===== config.mk =====
export PLATFORM = sky130hd
export DESIGN_NAME = regfile_traffic_gen
export DESIGN_NICKNAME = d
export VERILOG_FILES = /design/src/rtl/regfile_traffic_gen.sv
export SDC_FILE = /design/constraint.sdc
export NUM_CORES = 1
export LEC_CHECK = 0
export CAP_MARGIN = 25
export CORE_MARGIN = 2
export CORE_UTILIZATION = 54
export DETAILED_ROUTE_END_ITERATION = 6
export PLACE_DENSITY = 0.9
export SLEW_MARGIN = 10
export SYNTH_ARGS = -nofsm -noshare
export SYNTH_HDL_FRONTEND = slang
export SYNTH_SLANG_ARGS = --single-unit

===== constraint.sdc =====
create_clock -name clk -period 5.14 [get_ports clk]
set_input_delay 0.514 -clock clk [delete_from_list [all_inputs] [get_ports clk]]
set_output_delay 0.514 -clock clk [all_outputs]
set_load 0.02 [all_outputs]

===== src/rtl/regfile_traffic_gen.sv =====
// On-chip traffic generator driving a regfile read/write port: sequential fill,
// checked readback, LFSR random mix and an idle baseline, with a saturating error count.
module regfile_traffic_gen #(
  parameter int          N          = 32,
  parameter int          WIDTH      = 32,
  parameter int          ADDR_WIDTH = $clog2(N),
  parameter logic [31:0] SEED       = 32'h1
) (
  input  logic                  clk,
  input  logic                  reset,
  input  logic                  start,
  input  logic [1:0]            mode,
  input  logic [15:0]           num_ops,
  output logic [ADDR_WIDTH-1:0] R_addr,
  output logic                  R_en,
  input  logic [WIDTH-1:0]      R_data,
  output logic [ADDR_WIDTH-1:0] W_addr,
  output logic                  W_en,
  output logic [WIDTH-1:0]      W_data,
  output logic                  busy,
  output logic                  done,
  output logic [15:0]           err_count
);

  localparam logic [31:0]           TAPS      = 32'h80200003;
  localparam logic [31:0]           SEED_EFF  = (SEED == 32'h0) ? 32'h1 : SEED;
  localparam logic [ADDR_WIDTH-1:0] LAST_ADDR = ADDR_WIDTH'(N - 1);
  localparam logic [ADDR_WIDTH:0]   N_WIDE    = (ADDR_WIDTH + 1)'(N);
  localparam logic [ADDR_WIDTH-1:0] N_NARROW  = ADDR_WIDTH'(N);
  localparam int                    PAT_REPS  = WIDTH / ADDR_WIDTH + 1;
  localparam int                    LFSR_REPS = WIDTH / 32 + 1;
  localparam int                    ODD_REPS  = WIDTH / 2 + 1;
  localparam logic [2*ODD_REPS-1:0] ODD_FULL  = {ODD_REPS{2'b10}};
  localparam logic [WIDTH-1:0]      ODD_MASK  = ODD_FULL[WIDTH-1:0];

  typedef enum logic [1:0] {
    S_IDLE,
    S_RUN,
    S_DRAIN,
    S_DONE
  } state_t;

  // Bit i is a[i mod ADDR_WIDTH], inverted on odd bit positions.
  function automatic logic [WIDTH-1:0] pat(input logic [ADDR_WIDTH-1:0] a);
    logic [PAT_REPS*ADDR_WIDTH-1:0] rep;
    rep = {PAT_REPS{a}};
    return rep[WIDTH-1:0] ^ ODD_MASK;
  endfunction

  function automatic logic [WIDTH-1:0] rep_lfsr(input logic [31:0] l);
    logic [LFSR_REPS*32-1:0] rep;
    rep = {LFSR_REPS{l}};
    return rep[WIDTH-1:0];
  endfunction

  function automatic logic [ADDR_WIDTH-1:0] map_addr(input logic [ADDR_WIDTH-1:0] a);
    if ({1'b0, a} >= N_WIDE) return a - N_NARROW;
    return a;
  endfunction

  function automatic logic [31:0] lfsr_next(input logic [31:0] l);
    return l[0] ? ((l >> 1) ^ TAPS) : (l >> 1);
  endfunction

  state_t                r_state;
  logic [1:0]            r_mode;
  logic [15:0]           r_num_ops;
  logic [15:0]           r_idx;
  logic [ADDR_WIDTH-1:0] r_cnt;
  logic [31:0]           r_lfsr;
  logic                  r_ren;
  logic                  r_wen;
  logic [ADDR_WIDTH-1:0] r_raddr;
  logic [ADDR_WIDTH-1:0] r_waddr;
  logic [WIDTH-1:0]      r_wdata;
  logic                  r_busy;
  logic                  r_done;
  logic                  r_ren_d;
  logic [ADDR_WIDTH-1:0] r_raddr_d;
  logic [15:0]           r_err;

  logic                  w_accept;
  logic                  w_last;
  logic                  w_issue;
  logic [1:0]            w_op_mode;
  logic [ADDR_WIDTH-1:0] w_op_addr;
  logic [ADDR_WIDTH-1:0] w_addr_nxt;
  logic                  w_op_ren;
  logic                  w_op_wen;
  logic [ADDR_WIDTH-1:0] w_op_raddr;
  logic [ADDR_WIDTH-1:0] w_op_waddr;
  logic [WIDTH-1:0]      w_op_wdata;

  assign w_accept   = (r_state == S_IDLE) && start;
  assign w_last     = (r_idx == r_num_ops - 16'd1);
  assign w_issue    = (w_accept && (num_ops != 16'd0)) || ((r_state == S_RUN) && !w_last);
  // Op 0 is issued from IDLE, so it must use the incoming mode and a cleared counter.
  assign w_op_mode  = (r_state == S_IDLE) ? mode : r_mode;
  assign w_op_addr  = (r_state == S_IDLE) ? '0 : r_cnt;
  assign w_addr_nxt = (w_op_addr == LAST_ADDR) ? '0 : w_op_addr + 1'b1;

  always_comb begin
    w_op_ren   = 1'b0;
    w_op_wen   = 1'b0;
    w_op_raddr = '0;
    w_op_waddr = '0;
    w_op_wdata = '0;
    case (w_op_mode)
      2'd0: begin
        w_op_wen   = 1'b1;
        w_op_waddr = w_op_addr;
        w_op_wdata = pat(w_op_addr);
      end
      2'd1: begin
        w_op_ren   = 1'b1;
        w_op_raddr = w_op_addr;
      end
      2'd2: begin
        w_op_ren   = r_lfsr[0];
        w_op_wen   = r_lfsr[1];
        w_op_raddr = map_addr(r_lfsr[ADDR_WIDTH+1:2]);
        w_op_waddr = map_addr(r_lfsr[2*ADDR_WIDTH+1:ADDR_WIDTH+2]);
        w_op_wdata = rep_lfsr(r_lfsr);
      end
      default: ;
    endcase
  end

  always_ff @(posedge clk or posedge reset) begin
    if (reset) begin
      r_state   <= S_IDLE;
      r_mode    <= 2'd0;
      r_num_ops <= 16'd0;
      r_idx     <= 16'd0;
      r_cnt     <= '0;
      r_lfsr    <= SEED_EFF;
      r_ren     <= 1'b0;
      r_wen     <= 1'b0;
      r_raddr   <= '0;
      r_waddr   <= '0;
      r_wdata   <= '0;
      r_busy    <= 1'b0;
      r_done    <= 1'b0;
    end else begin
      r_done <= 1'b0;
      case (r_state)
        S_IDLE: begin
          if (start) begin
            r_mode    <= mode;
            r_num_ops <= num_ops;
            r_idx     <= 16'd0;
            r_cnt     <= '0;
            r_busy    <= 1'b1;
            r_state   <= (num_ops == 16'd0) ? S_DRAIN : S_RUN;
          end
        end
        S_RUN: begin
          if (w_last) r_state <= S_DRAIN;
          else        r_idx   <= r_idx + 16'd1;
        end
        S_DRAIN: begin
          r_state <= S_DONE;
          r_done  <= 1'b1;
        end
        S_DONE: begin
          r_state <= S_IDLE;
          r_busy  <= 1'b0;
        end
        default: r_state <= S_IDLE;
      endcase

      // Outputs carry an op only while one is being issued; otherwise they rest at 0.
      if (w_issue) begin
        r_ren   <= w_op_ren;
        r_wen   <= w_op_wen;
        r_raddr <= w_op_raddr;
        r_waddr <= w_op_waddr;
        r_wdata <= w_op_wdata;
        if (w_op_mode == 2'd0 || w_op_mode == 2'd1) r_cnt <= w_addr_nxt;
        if (w_op_mode == 2'd2) r_lfsr <= lfsr_next(r_lfsr);
      end else begin
        r_ren   <= 1'b0;
        r_wen   <= 1'b0;
        r_raddr <= '0;
        r_waddr <= '0;
        r_wdata <= '0;
      end
    end
  end

  // Read data returns one cycle after R_en, so compare against the delayed address.
  always_ff @(posedge clk or posedge reset) begin
    if (reset) begin
      r_ren_d   <= 1'b0;
      r_raddr_d <= '0;
      r_err     <= 16'd0;
    end else begin
      r_ren_d   <= r_ren;
      r_raddr_d <= r_raddr;
      if (w_accept) begin
        r_err <= 16'd0;
      end else if ((r_mode == 2'd1) && r_ren_d && (R_data != pat(r_raddr_d))
                   && (r_err != 16'hFFFF)) begin
        r_err <= r_err + 16'd1;
      end
    end
  end

  assign R_en      = r_ren;
  assign W_en      = r_wen;
  assign R_addr    = r_raddr;
  assign W_addr    = r_waddr;
  assign W_data    = r_wdata;
  assign busy      = r_busy;
  assign done      = r_done;
  assign err_count = r_err;

endmodule


# Word-level counts from Yosys, hierarchy flattened
# Index checks and enable logic that the tools add are counted.
# totals
regBits	141
out_inout_bits	62
# classes
n_addsub	4
n_eq_ne	13
n_mux	30
bitwise_logic	3
n_reduce_logical	21
# ops
cell	n
16-bit 2-to-1 mux	4
32-bit 2-to-1 mux	2
32-bit case mux with 2 select lines	1
5-bit 2-to-1 mux	8
16-bit by 1-bit adder with 16-bit output (second input constant)	2
32-bit inequality test	1
16-bit inverter	2
16-bit case mux with 2 select lines	1
5-bit case mux with 2 select lines	2
16-bit == test	1
16-bit logical NOT	1
16-bit inequality test (second input constant)	1
16-bit nonzero test	1
16-bit by 1-bit subtractor with 16-bit output (second input constant)	1
2-bit 2-to-1 mux	4
2-bit case mux with 4 select lines	1
2-bit AND reduction	4
2-bit by 1-bit == test with 1-bit output (second input constant)	3
2-bit == test (second input constant)	3
1-bit logical AND	6
2-bit inequality test (second input constant)	3
1-bit case mux with 2 select lines	3
2-bit nonzero test	3
5-bit by 1-bit adder with 5-bit output (second input constant)	1
7 further kinds	12

# Longest topological paths before layout
# depth
depth_word	6
mapped_depth	13
ltp_nobuf	11

# Worst setup path before layout
# OpenSTA, ideal clock, no wires.
# synth_timing
kind	register to register
startpoint	register r_num_ops[0]
endpoint	register r_lfsr[25]
t_arrival_ns	3.087
path_slack_ns	1.928
stages_incl_launch_ff	12
cell_sequence	dfrtp_1 -> buf_2 -> inv_1 -> ha_1 -> nor3b_1 -> a21oi_1 -> nor4bb_1 -> o22ai_2 -> o41a_1 -> o21ai_4 -> buf_6 -> mux2_2
# synth_between
elab_chain_len	6
# synth_rtl
element	line_no	text
start, declared	67	logic [15:0] r_num_ops;
start signal, assigned	150	r_num_ops <= num_ops;
16-bit by 1-bit subtractor with 16-bit output	95	assign w_last = (r_idx == r_num_ops - 16'd1);
16-bit == test	95	
1-bit logical NOT	96	assign w_issue = (w_accept && (num_ops != 16'd0)) || ((r_state == S_RUN) && !w_last);
1-bit logical AND	96	
1-bit logical OR	96	
2-bit AND reduction (no source line)	n/a	
end signal, assigned	180	if (w_op_mode == 2'd2) r_lfsr <= lfsr_next(r_lfsr);
end, declared	70	logic [31:0] r_lfsr;
# No other way between the ends.
# A chain may end at the register's enable or synchronous reset.

# Worst setup path in the final report
# layout_timing
startpoint	register r_num_ops[0]
endpoint	register r_lfsr[23]
# The elaborated chain is that of the path after synthesis.

==> metrics.yaml <==
global_routing:
  grt_start_max_net_pins: 103
  antenna_found_initial: 0
  grt_remaining_overflow: 0
  track_usage_pct: 28.5
  grt_pass1_wl_um: 32100
  grt_pass1_vias: 6354
layout:
  fin_nets: 906
  areaGrowthSynthToFinish_pct: 26.2
  stdcell_area_um2: 9060
  final_common_cell: "dfrtp_1"
  final_cell_mix: "140 x dfrtp_1, 132 x nand2_1, 114 x clkdlybuf4s50_1"
  antenna_cells_inserted: 0
  nFillCells: 898
  utilization_pct: 69.2
  drive_above_1_share_pct: 8.79
route:
  drt_iter0_drc: 811
  wl_per_cell_um: 19.3
  finalWirelength_um: 19900
  via_per_inst: 6.25
  drc: 0
  drtPass1Iterations: 6
  antenna_left: 0
  vias: 6433
synth:
  synthCells: 740
  synth_seq_cells: 141
  yosysWarningCount: 0
  syn_area_um2: 7180
  yosysUniqueCellTypes: 65
  synth_top_family_by_area: "simple AND/OR/NAND/NOR gates"
  synth_fp_nets: 805
  synth.area.mux_share_pct: 7.67
  synth_ff_type: "dfrtp_1"
  yosysSeqAreaShare_pct: 49.2
  yosys.area_share.xor_xnor_pct: 2.81
  async_flop_share_pct: 100
  syn-mean-instance-area_um2: 9.70
  synth_simple_gate_area_share_pct: 23.2
  synth_edf_count: 0
  synth_compound_area_share_pct: 11.6
  synthAdderAreaFrac_pct: 2.09
setup_path:
  crit_arrival_ns: 4.73
  cp_slowest_cell: "o21ai_4"
  worst-endpoint-required_ns: 5.44
  cp-end-kind: "flop"
  critPathKind: "flop to flop"
  crit_family: "compound AO/OA/AOI/OAI gates"
  critical_path.startpoint_type: "flop"
  crit_path_cell_trace: "inv_1 > ha_1 > nor3b_1 > a41oi_1 > a2111oi_0 > nand3_1 > o41a_1 > o21ai_4 > mux2_1"
  path_max_fanout: 31
  slowest_delay_ns: 0.85
  cp.buffers_inverters: 1
power_and_ir_drop:
  leakagePower_nw: 4.01
  max-vdd-ir-drop_mv: 0.308
  p_per_area_nw_per_um2: 503
timing:
  slew_viol_final: 0
  hold_viol_final: 0
  slew_headroom_pct: 30.1
  worst-slew-pin-transition_ns: 1.04
  fin_worst_hold_slack_ns: 0.374
  rsz0062_at_grt: "false"
  worst_slack_ns: 0.708
  fmax_ghz: 0.226
  setup_viol: 0
  finClkSkew_ns: 0.0101
  finalCriticalPeriod_ns: 4.43
  post-route-period-util_pct: 86.2
  fin_tns_setup_ns: 0
floorplan:
  start_util_pct: 54.8
  fp.dieArea_um2: 14200
  fp.dieW_um: 119
  core_area_um2: 13100
  die_h_um: 119
  ios: 115
  placementRows: 42
clock_tree:
  post_cts_resized: 0
  cts_made_buffers: 17
  postCtsHoldBufs: 0
  cts_root_buffer: "clkbuf_16"
  post_cts.repair.setup_buffers: 0
  clk_path_buf_depth: 2
  clock_sinks: 141
  tritoncts: "built"
  cts_max_level: 4
  clk_latency_ns: 0.43
  clkSlewWorstSetupHoldPaths_ns: 0.06
placed_design:
  dpl.hpwl_um: 12400
  place_ws_ns: 1.07
  numPortBuffers: 114
  place.gp.congestion: 0.941
  dpl-instance-area_um2: 8410
hold_path:
  worstHoldPathType: "flop to flop"
outcome:
  status: "completed"
job:
  maxCapViolations: 0
per-stage QoR:
stage / power [mW] / cells
floorplan: 2.61 / 740
global placement: 3.07 / 997
detailed placement: 3.12 / 997
CTS: 4.48 / 1028
global route: 4.76 / 1029
finish: 4.56 / 1029
sequential cells by signal (all words and copies together) (netlist names):
| name | count |
|---|---|
| r_lfsr | 32 |
| r_num_ops | 16 |
| err_count | 16 |
| r_idx | 16 |
| R_addr | 5 |
| W_addr | 5 |
| busy | 1 |
| r_state | 2 |
| r_raddr_d | 5 |
| R_en | 1 |
| W_en | 1 |
| r_mode | 2 |
| r_cnt | 5 |
| r_ren_d | 1 |
| W_data | 32 |
| done | 1 |
logic make-up after synthesis:
logic type / count (synthesis)
xor gates and xnor gates: 23
adders and majority gates: 12
and+or+nand+nor: 328
muxes: 51
DFF: 141
AOI/OAI and AO/OA: 129
buffers and inverters: 56
cell usage after synthesis (all sizes together), types with 12 or more instances:
cell type / n / area (um^2)
a21oi: 55 / 275
buf: 14 / 87.6
clkbuf: 25 / 93.8
dfrtp: 140 / 3500
ha: 12 / 150
inv: 16 / 60.1
mux2: 32 / 360
mux2i: 19 / 190
nand2: 132 / 495
nand2b: 20 / 125
nand3: 22 / 110
nand4: 16 / 100
nor2: 36 / 138
nor3: 18 / 90.1
nor4: 13 / 87.6
o21ai: 20 / 111
xnor2: 15 / 131
power by group:
group,switching (mW),internal [mW],total [mW],leakage [nW]
Clock,0.501,0.815,1.32,0.291
Combinational,1.12,0.630,1.75,1.81
Sequential,0.199,1.30,1.50,1.91
Total,1.82,2.74,4.56,4.01
worst paths after layout:
| path | cells past startpoint | from | slack [ns] | endpoint |
|---|---|---|---|---|
| max in group asynchronous | 3 | reset | 3.40 | W_addr[2] |
| max | 9 | r_num_ops[0] | 0.71 | r_lfsr[23] |
| min | 0 | R_addr[4] | 0.37 | r_raddr_d[4] |
| min in group asynchronous | 2 | reset | 0.66 | W_data[26] |
| min reg2reg | 0 | R_addr[4] | 0.37 | r_raddr_d[4] |
| max reg2reg | 9 | r_num_ops[0] | 0.71 | r_lfsr[23] |
area by class of cell:
| type | instances | area (um^2) | area share, % |
|---|---|---|---|
| clock buffer | 19 | 433 | 4.78 |
| clock inverter | 12 | 186 | 2.06 |
| inverter | 17 | 68.8 | 0.760 |
| multi-input combinational | 543 | 3410 | 37.6 |
| sequential | 141 | 3530 | 39.0 |
| tap | 176 | 220 | 2.43 |
| timing repair buffer | 121 | 1210 | 13.4 |
per-layer routing:
metal	global-route usage, %	wire length (um)	vias to the layer above
li1	-	-	2848
met1	35.6	7690	3070
met2	46.2	9370	435
met3	7.95	2090	80
met4	12.6	750	0
met5	0	0	-
No activity file was read; power rests on OpenSTA's default activity.
